### src/rtl/alu_cmd_sequencer_if.sv
// Command, ALU-side and response signals of alu_cmd_sequencer, bundled for port use.
// slave = the sequencer itself; master = the controller/ALU environment around it.
interface alu_cmd_sequencer_if #(
    parameter int DW  = 32,
    parameter int OPW = 4
);
    // Command handshake from the controller
    logic              cmd_valid;
    logic              cmd_ready;
    logic [OPW-1:0]    cmd_op;
    logic              cmd_wide;
    logic [2*DW-1:0]   cmd_a;
    logic [2*DW-1:0]   cmd_b;

    // Combinational ALU connection
    logic [DW-1:0]     alu_A;
    logic [DW-1:0]     alu_B;
    logic [OPW-1:0]    alu_sel;
    logic              alu_Cin;
    logic [DW-1:0]     alu_Y;
    logic              alu_Cout;
    logic              alu_Negative;
    logic              alu_Zero;
    logic              alu_Overflow;

    // Response handshake back to the controller
    logic              rsp_valid;
    logic              rsp_ready;
    logic [2*DW-1:0]   rsp_y;
    logic [3:0]        rsp_flags;
    logic              rsp_illegal;
    logic              chk_err;

    modport slave (
        input  cmd_valid, cmd_op, cmd_wide, cmd_a, cmd_b,
        input  alu_Y, alu_Cout, alu_Negative, alu_Zero, alu_Overflow,
        input  rsp_ready,
        output cmd_ready,
        output alu_A, alu_B, alu_sel, alu_Cin,
        output rsp_valid, rsp_y, rsp_flags, rsp_illegal, chk_err
    );

    modport master (
        output cmd_valid, cmd_op, cmd_wide, cmd_a, cmd_b,
        output alu_Y, alu_Cout, alu_Negative, alu_Zero, alu_Overflow,
        output rsp_ready,
        input  cmd_ready,
        input  alu_A, alu_B, alu_sel, alu_Cin,
        input  rsp_valid, rsp_y, rsp_flags, rsp_illegal, chk_err
    );
endinterface

### src/rtl/alu_cmd_sequencer.sv
// Command front end for the 32-bit combinational ALU; sequences 64-bit ADD/SUB as two chained passes.
// Optional ALU_SELF_CHECK_EN adds a behavioural ALU model that raises a sticky chk_err on any mismatch.
module alu_cmd_sequencer #(
    parameter int DW  = 32,
    parameter int OPW = 4
) (
    input  logic                  clk,
    input  logic                  rst_n,
    alu_cmd_sequencer_if.slave    bus
);

    localparam logic [1:0] IDLE = 2'd0;
    localparam logic [1:0] LO   = 2'd1;
    localparam logic [1:0] HI   = 2'd2;
    localparam logic [1:0] RESP = 2'd3;

    localparam logic [OPW-1:0] OP_AND  = OPW'(0);
    localparam logic [OPW-1:0] OP_OR   = OPW'(1);
    localparam logic [OPW-1:0] OP_NOTA = OPW'(2);
    localparam logic [OPW-1:0] OP_NOR  = OPW'(3);
    localparam logic [OPW-1:0] OP_XOR  = OPW'(4);
    localparam logic [OPW-1:0] OP_NAND = OPW'(5);
    localparam logic [OPW-1:0] OP_ADD  = OPW'(6);
    localparam logic [OPW-1:0] OP_SUB  = OPW'(7);

    // Flag vector layout {N,Z,V,C}
    localparam int FLAG_Z = 2;
    localparam logic [3:0] ILLEGAL_FLAGS = 4'b0100;

    logic [1:0]       state;

    // Upper operand halves are the only part of the command still needed after accept;
    // the low halves go straight into the ALU drive registers.
    logic [DW-1:0]    a_hi;
    logic [DW-1:0]    b_hi;
    logic             wide_q;

    logic [DW-1:0]    alu_a_q;
    logic [DW-1:0]    alu_b_q;
    logic [OPW-1:0]   alu_sel_q;
    logic             alu_cin_q;

    logic [2*DW-1:0]  y_q;
    logic [3:0]       flags_q;
    logic             illegal_q;

    logic             cmd_legal;
    logic             cmd_arith;
    logic [3:0]       alu_flags;

    assign cmd_legal = (bus.cmd_op <= OP_SUB);
    assign cmd_arith = (bus.cmd_op == OP_ADD) || (bus.cmd_op == OP_SUB);
    assign alu_flags = {bus.alu_Negative, bus.alu_Zero, bus.alu_Overflow, bus.alu_Cout};

    // NOTE: state is updated with non-blocking assignments so every register in this
    // block samples the pre-edge values, independent of statement order.
    always_ff @(posedge clk or negedge rst_n) begin
        if (!rst_n) begin
            state     <= IDLE;
            a_hi      <= '0;
            b_hi      <= '0;
            wide_q    <= 1'b0;
            alu_a_q   <= '0;
            alu_b_q   <= '0;
            alu_sel_q <= '0;
            alu_cin_q <= 1'b0;
            y_q       <= '0;
            flags_q   <= '0;
            illegal_q <= 1'b0;
        end else begin
            case (state)
                IDLE: begin
                    if (bus.cmd_valid) begin
                        if (cmd_legal) begin
                            alu_a_q   <= bus.cmd_a[DW-1:0];
                            alu_b_q   <= bus.cmd_b[DW-1:0];
                            alu_sel_q <= bus.cmd_op;
                            alu_cin_q <= (bus.cmd_op == OP_SUB);
                            a_hi      <= bus.cmd_a[2*DW-1:DW];
                            b_hi      <= bus.cmd_b[2*DW-1:DW];
                            // Logic ops ignore cmd_wide and the upper operand bits
                            wide_q    <= bus.cmd_wide & cmd_arith;
                            illegal_q <= 1'b0;
                            state     <= LO;
                        end else begin
                            // ALU drive is left untouched so it does not toggle
                            y_q       <= '0;
                            flags_q   <= ILLEGAL_FLAGS;
                            illegal_q <= 1'b1;
                            state     <= RESP;
                        end
                    end
                end

                LO: begin
                    y_q     <= {{DW{1'b0}}, bus.alu_Y};
                    flags_q <= alu_flags;
                    if (wide_q) begin
                        alu_a_q   <= a_hi;
                        alu_b_q   <= b_hi;
                        alu_cin_q <= bus.alu_Cout;
                        state     <= HI;
                    end else begin
                        state <= RESP;
                    end
                end

                HI: begin
                    y_q[2*DW-1:DW] <= bus.alu_Y;
                    // flags_q[FLAG_Z] still holds the low-pass Zero here
                    flags_q <= {bus.alu_Negative, flags_q[FLAG_Z] & bus.alu_Zero,
                                bus.alu_Overflow, bus.alu_Cout};
                    state   <= RESP;
                end

                RESP: begin
                    if (bus.rsp_ready) begin
                        state <= IDLE;
                    end
                end

                default: state <= IDLE;
            endcase
        end
    end

    assign bus.cmd_ready   = (state == IDLE);
    assign bus.rsp_valid   = (state == RESP);
    assign bus.rsp_y       = y_q;
    assign bus.rsp_flags   = flags_q;
    assign bus.rsp_illegal = illegal_q;

    assign bus.alu_A   = alu_a_q;
    assign bus.alu_B   = alu_b_q;
    assign bus.alu_sel = alu_sel_q;
    assign bus.alu_Cin = alu_cin_q;

`ifdef ALU_SELF_CHECK_EN
    function automatic logic [DW-1:0] model_y(
        input logic [DW-1:0]  a,
        input logic [DW-1:0]  b,
        input logic [OPW-1:0] sel,
        input logic           cin
    );
        logic [DW-1:0] r;
        r = '0;
        case (sel)
            OP_AND:  r = a & b;
            OP_OR:   r = a | b;
            OP_NOTA: r = ~a;
            OP_NOR:  r = ~(a | b);
            OP_XOR:  r = a ^ b;
            OP_NAND: r = ~(a & b);
            OP_ADD:  r = a + b + DW'(cin);
            OP_SUB:  r = a + ~b + DW'(cin);
            default: r = '0;
        endcase
        return r;
    endfunction

    logic chk_err_q;

    // Only LO and HI present a meaningful ALU result; the flag is sticky until reset.
    always_ff @(posedge clk or negedge rst_n) begin
        if (!rst_n) begin
            chk_err_q <= 1'b0;
        end else if ((state == LO || state == HI) &&
                     (bus.alu_Y != model_y(alu_a_q, alu_b_q, alu_sel_q, alu_cin_q))) begin
            chk_err_q <= 1'b1;
        end
    end

    assign bus.chk_err = chk_err_q;
`else
    assign bus.chk_err = 1'b0;
`endif

endmodule

### src/flat_wrapper.sv
// flat-port wrapper written by rule: the top's interface ports become plain ports
module alu_cmd_sequencer_flat 
#(
    parameter int DW  = 32,
    parameter int OPW = 4
)
  (clk, rst_n, bus_cmd_valid, bus_cmd_op, bus_cmd_wide, bus_cmd_a, bus_cmd_b, bus_alu_Y, bus_alu_Cout, bus_alu_Negative, bus_alu_Zero, bus_alu_Overflow, bus_rsp_ready, bus_cmd_ready, bus_alu_A, bus_alu_B, bus_alu_sel, bus_alu_Cin, bus_rsp_valid, bus_rsp_y, bus_rsp_flags, bus_rsp_illegal, bus_chk_err);
  alu_cmd_sequencer_if #(.DW(DW), .OPW(OPW)) bus_i ();
  input  logic clk;
  input  logic rst_n;
  input wire logic [$bits(bus_i.cmd_valid)-1:0] bus_cmd_valid;
  input wire logic [$bits(bus_i.cmd_op)-1:0] bus_cmd_op;
  input wire logic [$bits(bus_i.cmd_wide)-1:0] bus_cmd_wide;
  input wire logic [$bits(bus_i.cmd_a)-1:0] bus_cmd_a;
  input wire logic [$bits(bus_i.cmd_b)-1:0] bus_cmd_b;
  input wire logic [$bits(bus_i.alu_Y)-1:0] bus_alu_Y;
  input wire logic [$bits(bus_i.alu_Cout)-1:0] bus_alu_Cout;
  input wire logic [$bits(bus_i.alu_Negative)-1:0] bus_alu_Negative;
  input wire logic [$bits(bus_i.alu_Zero)-1:0] bus_alu_Zero;
  input wire logic [$bits(bus_i.alu_Overflow)-1:0] bus_alu_Overflow;
  input wire logic [$bits(bus_i.rsp_ready)-1:0] bus_rsp_ready;
  output wire logic [$bits(bus_i.cmd_ready)-1:0] bus_cmd_ready;
  output wire logic [$bits(bus_i.alu_A)-1:0] bus_alu_A;
  output wire logic [$bits(bus_i.alu_B)-1:0] bus_alu_B;
  output wire logic [$bits(bus_i.alu_sel)-1:0] bus_alu_sel;
  output wire logic [$bits(bus_i.alu_Cin)-1:0] bus_alu_Cin;
  output wire logic [$bits(bus_i.rsp_valid)-1:0] bus_rsp_valid;
  output wire logic [$bits(bus_i.rsp_y)-1:0] bus_rsp_y;
  output wire logic [$bits(bus_i.rsp_flags)-1:0] bus_rsp_flags;
  output wire logic [$bits(bus_i.rsp_illegal)-1:0] bus_rsp_illegal;
  output wire logic [$bits(bus_i.chk_err)-1:0] bus_chk_err;
  assign bus_i.cmd_valid = bus_cmd_valid;
  assign bus_i.cmd_op = bus_cmd_op;
  assign bus_i.cmd_wide = bus_cmd_wide;
  assign bus_i.cmd_a = bus_cmd_a;
  assign bus_i.cmd_b = bus_cmd_b;
  assign bus_i.alu_Y = bus_alu_Y;
  assign bus_i.alu_Cout = bus_alu_Cout;
  assign bus_i.alu_Negative = bus_alu_Negative;
  assign bus_i.alu_Zero = bus_alu_Zero;
  assign bus_i.alu_Overflow = bus_alu_Overflow;
  assign bus_i.rsp_ready = bus_rsp_ready;
  assign bus_cmd_ready = bus_i.cmd_ready;
  assign bus_alu_A = bus_i.alu_A;
  assign bus_alu_B = bus_i.alu_B;
  assign bus_alu_sel = bus_i.alu_sel;
  assign bus_alu_Cin = bus_i.alu_Cin;
  assign bus_rsp_valid = bus_i.rsp_valid;
  assign bus_rsp_y = bus_i.rsp_y;
  assign bus_rsp_flags = bus_i.rsp_flags;
  assign bus_rsp_illegal = bus_i.rsp_illegal;
  assign bus_chk_err = bus_i.chk_err;
  alu_cmd_sequencer #(.DW(DW), .OPW(OPW)) u_core (.clk(clk), .rst_n(rst_n), .bus(bus_i));
endmodule
### config.mk
export PLATFORM = sky130hd
export DESIGN_NAME = alu_cmd_sequencer_flat
export DESIGN_NICKNAME = d
export VERILOG_FILES = /design/src/rtl/alu_cmd_sequencer_if.sv /design/src/rtl/alu_cmd_sequencer.sv /design/src/flat_wrapper.sv
export SDC_FILE = /design/constraint.sdc
export NUM_CORES = 1
export LEC_CHECK = 0
export CORE_ASPECT_RATIO = 1.2
export CORE_MARGIN = 1.5
export CORE_UTILIZATION = 49
export DETAILED_ROUTE_END_ITERATION = 6
export PLACE_DENSITY = 0.83
export SYNTH_ARGS = -nofsm -noshare
export SYNTH_HDL_FRONTEND = slang
export SYNTH_SLANG_ARGS = --single-unit
### constraint.sdc
create_clock -name clk -period 5.6 [get_ports clk]
set_input_delay 0.84 -clock clk [delete_from_list [all_inputs] [get_ports clk]]
set_output_delay 0.84 -clock clk [all_outputs]
set_load 0.1 [all_outputs]
-- Word-level counts from Yosys, hierarchy flattened
Index checks and enable logic that the tools add are counted.
- memories kept: 0
- bits in latches: 0
- register bits after elaboration: 205
- input bits: 173
- logic and storage cells: 60
- output and inout bits: 141
- bits in writable memories: 0
- memory bits (read-only): 0
- mux-type cells: 25
- eq/ne operators: 10
- add/subtract/negate cells: 0
- bitwise logic cells: 2
- divide/modulo/power cells: 0
- magnitude comparators: 1
- $mul: 0
- reductions and logical operators: 10
- shift operators: 0
- operators with widths (operator ; count):
    two-way mux 32 bit ; 6
    case mux 32 bit (2 select lines) ; 3
    two-way mux 64 bit ; 2
    case mux 32 bit (3 select lines) ; 1
    case mux 4 bit (3 select lines) ; 1
    AND reduction 3 bit ; 3
    == test 4 x 3 -> 1 bit (second input constant) ; 2
    two-way mux 4 bit ; 2
    case mux 2 bit (4 select lines) ; 1
    two-way mux 2 bit ; 3
    inequality test 2 bit (second input constant) ; 3
    two-way mux 1 bit ; 5
    == test 2 bit (second input constant) ; 2
    less-or-equal comparator 4 x 3 -> 1 bit (second input constant) ; 1
    inequality test 2 x 1 -> 1 bit (second input constant) ; 2
    AND reduction 2 bit ; 2
    AND reduction 4 bit ; 1
    nonzero test 3 bit ; 1
    bitwise AND 1 bit ; 2
    == test 2 x 1 -> 1 bit (second input constant) ; 1
    zero test 2 bit ; 1
    case mux 1 bit (2 select lines) ; 1
    nonzero test 2 bit ; 1
    logical OR 1 bit ; 1

-- Depth between registers and ports, before layout
Gate-level depths: netlist (run 1).
- depth after elaboration: 4
- depth in mapped cells: 7
- mapped depth without buffers: 5

-- Worst setup path after synthesis (run 1)
Ideal clock, no wire load.
- path type: flip-flop to flip-flop
- start point: reg u_core.state[0]
- end point: reg u_core.alu_a_q[10], in the netlist u_core.bus.alu_A[10]
- slack: 2932 ps
- required time: 5472 ps
- stages on the path, launching flop included: 8
- data arrival time: 2540 ps
- period minus slack after synthesis: 2668 ps
- library setup time: 128 ps
- buffers on the path: 2
- cells stage by stage: dfrtp_1 -> inv_1 -> ha_1 -> nand3b_2 -> a21boi_2 -> buf_6 -> buf_8 -> mux2_1
- word-level cells in the longest chain between the ends: 3
- elaborated cells on any way between the ends: 8
- classes of those cells: eq/ne: 4; mux: 1; reduce/logical: 3
- ends and longest elaborated chain (element ; line ; source):
    start: declaration ; alu_cmd_sequencer.sv:30 ; logic [1:0] state;
    start signal: assignment ; alu_cmd_sequencer.sv:59 ; state <= IDLE;
    start signal: assignment ; alu_cmd_sequencer.sv:84 ; state <= LO;
    start signal: assignment ; alu_cmd_sequencer.sv:90 ; state <= RESP;
    zero test 2 bit (*) ; - ;
    named net bus_cmd_ready ; flat_wrapper.sv:22 ; output wire logic [$bits(bus_i.cmd_ready)-1:0] bus_cmd_ready;
    inequality test 2 x 1 -> 1 bit (no source line), or another cell as far along ; - ;
    AND reduction 4 bit (no source line) ; - ;
    end signal: assignment ; alu_cmd_sequencer.sv:75 ; alu_a_q <= bus.cmd_a[DW-1:0];
    end signal: assignment ; alu_cmd_sequencer.sv:99 ; alu_a_q <= a_hi;
    end: declaration ; alu_cmd_sequencer.sv:38 ; logic [DW-1:0] alu_a_q;
The timed path passes the listed nets; every way through them passes the cells marked *.
A chain may end at the register's enable or synchronous reset.

-- Final worst setup path (run 1)
- start point: reg u_core.state[0]
- end point: out bus_cmd_ready
- word-level cells in the longest chain between the ends: 1
- ends and longest elaborated chain (element ; line ; source):
    zero test 2 bit ; alu_cmd_sequencer.sv:127 ; assign bus.cmd_ready = (state == IDLE);
    end: declaration ; flat_wrapper.sv:22 ;
Every way passes these cells.

==> results of run 1 <==
## cells in the final DEF, fill, tap and decap left out, drive strengths merged, types with 2 or more instances in the layout
cell type	synthesis	layout
dfrtp	205	205
nand2	76	76
and2	2	2
nand2b	4	4
a21oi	3	3
clkbuf	6	30
mux2i	68	68
clkinv	0	4
mux2	196	196
ha	6	6
clkdlybuf4s50	0	311
o21ai	2	2
nand4b	2	2
buf	31	6
inv	70	71
## layer usage
| metal | GRT usage [%] | vias to the layer above | part of all wire [%] |
|---|---|---|---|
| met5 | 0 | - | 0 |
| met4 | 5.90 | 0 | 2.2 |
| met3 | 7.57 | 32 | 8.7 |
| met2 | 40.8 | 233 | 50 |
| met1 | 28.5 | 3052 | 39 |
| li1 | - | 2877 | - |
## metrics by stage
stage	hold slack, ps	cells
2_1_floorplan	441	681
3_3_place_gp	459	1186
3_5_place_dp	467	1186
4_1_cts	433	1221
5_1_grt	453	1221
6_report	375	1221
## registers in the layout, summed over array words and instances, names as in the netlist
name / flops
u_core.bus.rsp_flags: 4
u_core.a_hi: 32
u_core.bus.alu_Cin: 1
u_core.wide_q: 1
u_core.bus.alu_sel: 4
u_core.bus.alu_A: 32
u_core.b_hi: 32
u_core.state: 2
u_core.bus.rsp_y: 64
u_core.bus.rsp_illegal: 1
u_core.bus.alu_B: 32
## kinds of logic (layout without fill, tap and decap cells)
| kind of cell | Yosys count | count (layout) | share of synthesized area, % |
|---|---|---|---|
| DFF | 205 | 205 | 56.7 |
| AOI/OAI and AO/OA | 11 | 11 | 0.872 |
| adders and majority gates | 6 | 6 | 0.830 |
| buffers and inverters | 107 | 423 | 5.60 |
| muxes | 264 | 264 | 31.9 |
| and+or+nand+nor | 87 | 87 | 3.98 |
| other | 1 | 1 | 0.0415 |
## final cells by class
class	count	area, um^2
fillers	1268	5140
flip-flops and latches	205	5130
multi-input cells	369	3450
repair buffers	318	3180
clock buffers	29	606
well taps	224	280
inverters	70	263
clock inverters	6	58.8
## path summary, 6_finish.rpt
kind                            startpoint                    to  slack [ps]  cells past startpoint
max                        u_core.state[0]         bus_cmd_ready        2020                      3
min                                  rst_n  u_core.bus.rsp_y[62]         380                      1
max reg2reg                u_core.state[1]   u_core.bus.alu_A[0]        2580                      6
min reg2reg                  u_core.wide_q         u_core.wide_q         480                      2
max in group asynchronous            rst_n  u_core.bus.alu_A[10]        4140                      2
min in group clk             u_core.wide_q         u_core.wide_q         480                      2
==> flow_metrics.env, run 1 <==
export IMPL_area_delta_synth_final_pct=43.4
export IMPL_vias=6194
export IMPL_status="completed"
export IMPL_pre_cts_ws_ps=2520
export IMPL_die_x_um=127
export IMPL_arrival_ps=2740
export IMPL_maxCapViolations=0
export IMPL_finalMaxSlewViolations=0
export IMPL_hold_buffers=0
export IMPL_syn_area_um2=9040
export IMPL_finalSetupTns_ps=0
export IMPL_synth_edf_count=0
export IMPL_setup_viol=0
export IMPL_routed_wl_um=22300
export IMPL_worst_pin_slew_ps=1070
export IMPL_fmax_mhz=279
export IMPL_finClkSkew_ps=6.68
export IMPL_async_reset_ff_share_pct=100
export IMPL_antenna_found_initial=0
export IMPL_dr_pass1_iters=5
export IMPL_grt_pass1_vias=6744
export IMPL_cp_slowest_cell="clkdlybuf4s50_1"
export IMPL_clk_latency_ps=490
export IMPL_nNetsFinal=1164
export IMPL_period_minus_slack_ps=3580
export IMPL_yosysMostFrequentCell="dfrtp_1"
export IMPL_utilization_pct=71.6
export IMPL_ys_flop_type="dfrtp_1"
export IMPL_core_area_um2=18100
export IMPL_clockBufferDepth=3
export IMPL_synth_nets=860
export IMPL_rsz0062_at_grt="no"
export IMPL_clock_sinks=205
export IMPL_clkTransAtPathRegs_ps=60
export IMPL_io_buffers=312
export IMPL_synthCells=681
export IMPL_crit_chain="inv_1, ha_1, clkdlybuf4s50_1"
export IMPL_critical_path_class="reg2out"
export IMPL_final_area_um2=13000
export IMPL_slew_headroom_pct=28.7
export IMPL_detail_route_vias_per_cell=5.07
export IMPL_die_h_um=152
export IMPL_grt_ovfl_total=0
export IMPL_grt_max_degree=116
export IMPL_drc=0
export IMPL_finalCritPeriodShare_pct=63.9
export IMPL_cts_tree="yes"
export IMPL_critical_path_required_ps=4760
export IMPL_synth_common_cells="dfrtp_1, mux2_2, nand2_1"
export IMPL_synth_cell_types=27
export IMPL_startpoint_type="flop"
export IMPL_avgSynthCellArea_um2=13.3
export IMPL_yosysTopAreaCell="dfrtp_1"
export IMPL_drive_gt1_share_pct=19.1
export IMPL_wl_per_cell_um=18.3
export IMPL_gp_congestion=0.789
export IMPL_num_io_pins=314
export IMPL_dpl_cell_area_um2=12300
export IMPL_final_setup_worst_slack_ps=2020
export IMPL_place_detailed_hpwl_um=15300
export IMPL_synth_top_area_share_pct=56.7
export IMPL_slowest_delay_ps=1240
export IMPL_yosys_warnings=0
export IMPL_synth_seq_area_share_pct=56.7
export IMPL_grtUsageTotal_pct=23.6
export IMPL_worst_path_buf_inv=2
export IMPL_cts_resized=0
export IMPL_root_buffer="clkbuf_16"
export IMPL_initial_core_util_pct=49.9
export IMPL_ys_ff_latch=205
export IMPL_cp_top_family="buffers and inverters"
export IMPL_row_count=54
export IMPL_hold_class="in2async"
export IMPL_antenna_cells=0
export IMPL_htree_levels=1
export IMPL_hold_viol_final=0
export IMPL_grt_pass1_wl_um=36400
export IMPL_cts_setup_buffers=0
export IMPL_worst_setup_path_end_kind="primary output"
export IMPL_yosys_top_cells_area="dfrtp_1, mux2_2, mux2i_1, mux2_1, nand2_1"
export IMPL_die_area_um2=19300
export IMPL_crit_fanout=8
export IMPL_ant_nets=0
export IMPL_drt_iter0_markers=210
export IMPL_cts_buffers=21
Power of run 1 is not shown: default switching activity piles up to over one toggle a cycle in this logic, so the estimate is an artifact.
==> run 2: changes to the inputs <==
--- a/config.mk
+++ b/config.mk
@@ -7,9 +7,9 @@
 export LEC_CHECK = 0
 export CORE_ASPECT_RATIO = 1.2
 export CORE_MARGIN = 1.5
-export CORE_UTILIZATION = 49
+export CORE_UTILIZATION = 41
 export DETAILED_ROUTE_END_ITERATION = 6
-export PLACE_DENSITY = 0.83
+export PLACE_DENSITY = 0.74
 export SYNTH_ARGS = -nofsm -noshare
 export SYNTH_HDL_FRONTEND = slang
 export SYNTH_SLANG_ARGS = --single-unit
==> constraint.sdc (replaced) <==
create_clock -name clk -period 3.04 [get_ports clk]
set_input_delay 0.456 -clock clk [delete_from_list [all_inputs] [get_ports clk]]
set_output_delay 0.456 -clock clk [all_outputs]
set_load 0.1 [all_outputs]
==> run 2 against run 1 <==
The flow now finishes with violations (hold timing). Design area shrank 1.3%. Global-route usage is 4.4 points lower. Hold slack worse by 380 ps. Non-clock buffer count grew 6. Register-to-register slack got worse by 1900 ps. Setup slack lost 1300 ps. Critical path depth did not move.
==> flow_metrics.env, run 2 (same netlist as run 1, synthesis figures left out) <==
export IMPL_final_cell_mix="dfrtp_1, clkdlybuf4s50_1, buf_4"
export IMPL_rsz0062_at_grt="no"
export IMPL_cp_depth=3
export IMPL_core_area_um2=21600
export IMPL_cp_endpoint="bus_cmd_ready"
export IMPL_drt_iter0_markers=159
export IMPL_critical_path_required_ps=2580
export IMPL_clock_sinks=205
export IMPL_antenna_cells=0
export IMPL_hold_viol_final=8
export IMPL_reg2reg_depth=6
export IMPL_clk_latency_ps=490
export IMPL_nNetsFinal=1171
export IMPL_cts_resized=0
export IMPL_finalCritPeriodShare_pct=76.8
export IMPL_antenna_found_initial=0
export IMPL_pre_cts_ws_ps=734
export IMPL_cp_slowest_cell="dfrtp_1"
export IMPL_grt_pass1_wl_um=35500
export IMPL_status="complete, but fails checks"
export IMPL_finClkSkew_ps=10.8
export IMPL_drc=0
export IMPL_ff2ff_setup_slack_ps=720
export IMPL_largest_register_ffs=64
export IMPL_cts_buffers=22
export IMPL_grt_ovfl_total=0
export IMPL_instances_no_fill=1281
export IMPL_cts_tree="yes"
export IMPL_vias=6099
export IMPL_maxCapViolations=0
export IMPL_clockBufferDepth=3
export IMPL_worstReg2RegEnd="u_core.bus.alu_B[16]"
export IMPL_dr_pass1_iters=4
export IMPL_area_delta_synth_final_pct=41.5
export IMPL_critical_path_class="reg2out"
export IMPL_crit_chain="inv_1, ha_1, buf_4"
export IMPL_hold_buffers=0
export IMPL_setup_viol=0
export IMPL_clkTransAtPathRegs_ps=60
export IMPL_finalSetupTns_ps=0
export IMPL_arrival_ps=1880
export IMPL_drive_gt1_share_pct=33.4
export IMPL_finalMaxSlewViolations=0
export IMPL_final_common_cell="dfrtp_1"
export IMPL_place_detailed_hpwl_um=15600
export IMPL_grt_pass1_vias=6511
export IMPL_grtUsageTotal_pct=19.2
export IMPL_slowest_delay_ps=450
export IMPL_crit_fanout=8
export IMPL_detail_route_vias_per_cell=4.76
export IMPL_grt_max_degree=75
export IMPL_num_io_pins=314
export IMPL_place_inst=1242
export IMPL_gp_congestion=0.795
export IMPL_slew_headroom_pct=58.2
export IMPL_htree_levels=1
export IMPL_routed_wl_um=22400
export IMPL_final_setup_worst_slack_ps=704
export IMPL_io_buffers=312
export IMPL_root_buffer="clkbuf_16"
export IMPL_cp_top_family="buffers and inverters"
export IMPL_worst_setup_path_end_kind="primary output"
export IMPL_worst_pin_slew_ps=626
export IMPL_hold_ws_ps=-8.15
export IMPL_violations="hold timing"
export IMPL_crit_start="u_core.state[1]"
export IMPL_row_count=59
export IMPL_cts_setup_buffers=0
export IMPL_die_h_um=166
export IMPL_initial_core_util_pct=41.8
export IMPL_period_minus_slack_ps=2340
export IMPL_ant_nets=0
export IMPL_r2r_start="u_core.state[0]"
export IMPL_fmax_mhz=428
export IMPL_hold_class="in2async"
export IMPL_die_x_um=139
export IMPL_wl_per_cell_um=17.5
export IMPL_die_area_um2=23000
export IMPL_startpoint_type="flop"
export IMPL_worst_path_buf_inv=2
[run 2: cell count changes in the layout (fill, tap and decap cells not counted), moves of 2 or more]
cell,change
clkbuf_16,+2
buf_4,+142
clkdlybuf4s50_1,-140
buf_12,+4
clkbuf_1,+4
[run 2: stage by stage]
step                area, um^2  hold WS, ps  util [%]
floorplan                 9040          160         -
global placement         12100          461      56.0
detailed placement       12100          474      56.0
CTS                      12800         3.49      59.2
global route             12800         37.3      59.2
finish                   12800        -8.15      59.2
[run 2: area by class of cell]
type,count,area [um^2]
fillers,1794,8830
inverters,70,263
repair buffers,324,2930
clock inverters,5,27.5
well taps,274,343
multi-input cells,369,3450
clock buffers,34,657
flip-flops and latches,205,5130
[run 2: worst min-delay path by stage]
stage                            from                     end  slack, ps  cells past startpoint
4_1_cts                         rst_n     u_core.bus.alu_B[8]          3                      1
3_3_place_gp            u_core.wide_q           u_core.wide_q        460                      2
5_1_grt                         rst_n    u_core.bus.rsp_y[52]         40                      1
3_5_place_dp   u_core.bus.rsp_illegal  u_core.bus.rsp_illegal        470                      2
6_report                        rst_n    u_core.bus.rsp_y[52]         -8                      1
2_1_floorplan                   rst_n          u_core.a_hi[0]        160                      0
[run 2: layer usage]
layer,part of all wire (%),wire length [um],GRT usage [%],vias to the layer above
met1,40,9050,23.7,2970
met3,7.1,1580,4.91,34
met5,0,0,0,-
li1,-,-,-,2881
met4,2.5,568,5.72,0
met2,50,11200,33.2,214
Power of run 2 is left out for the same reason.
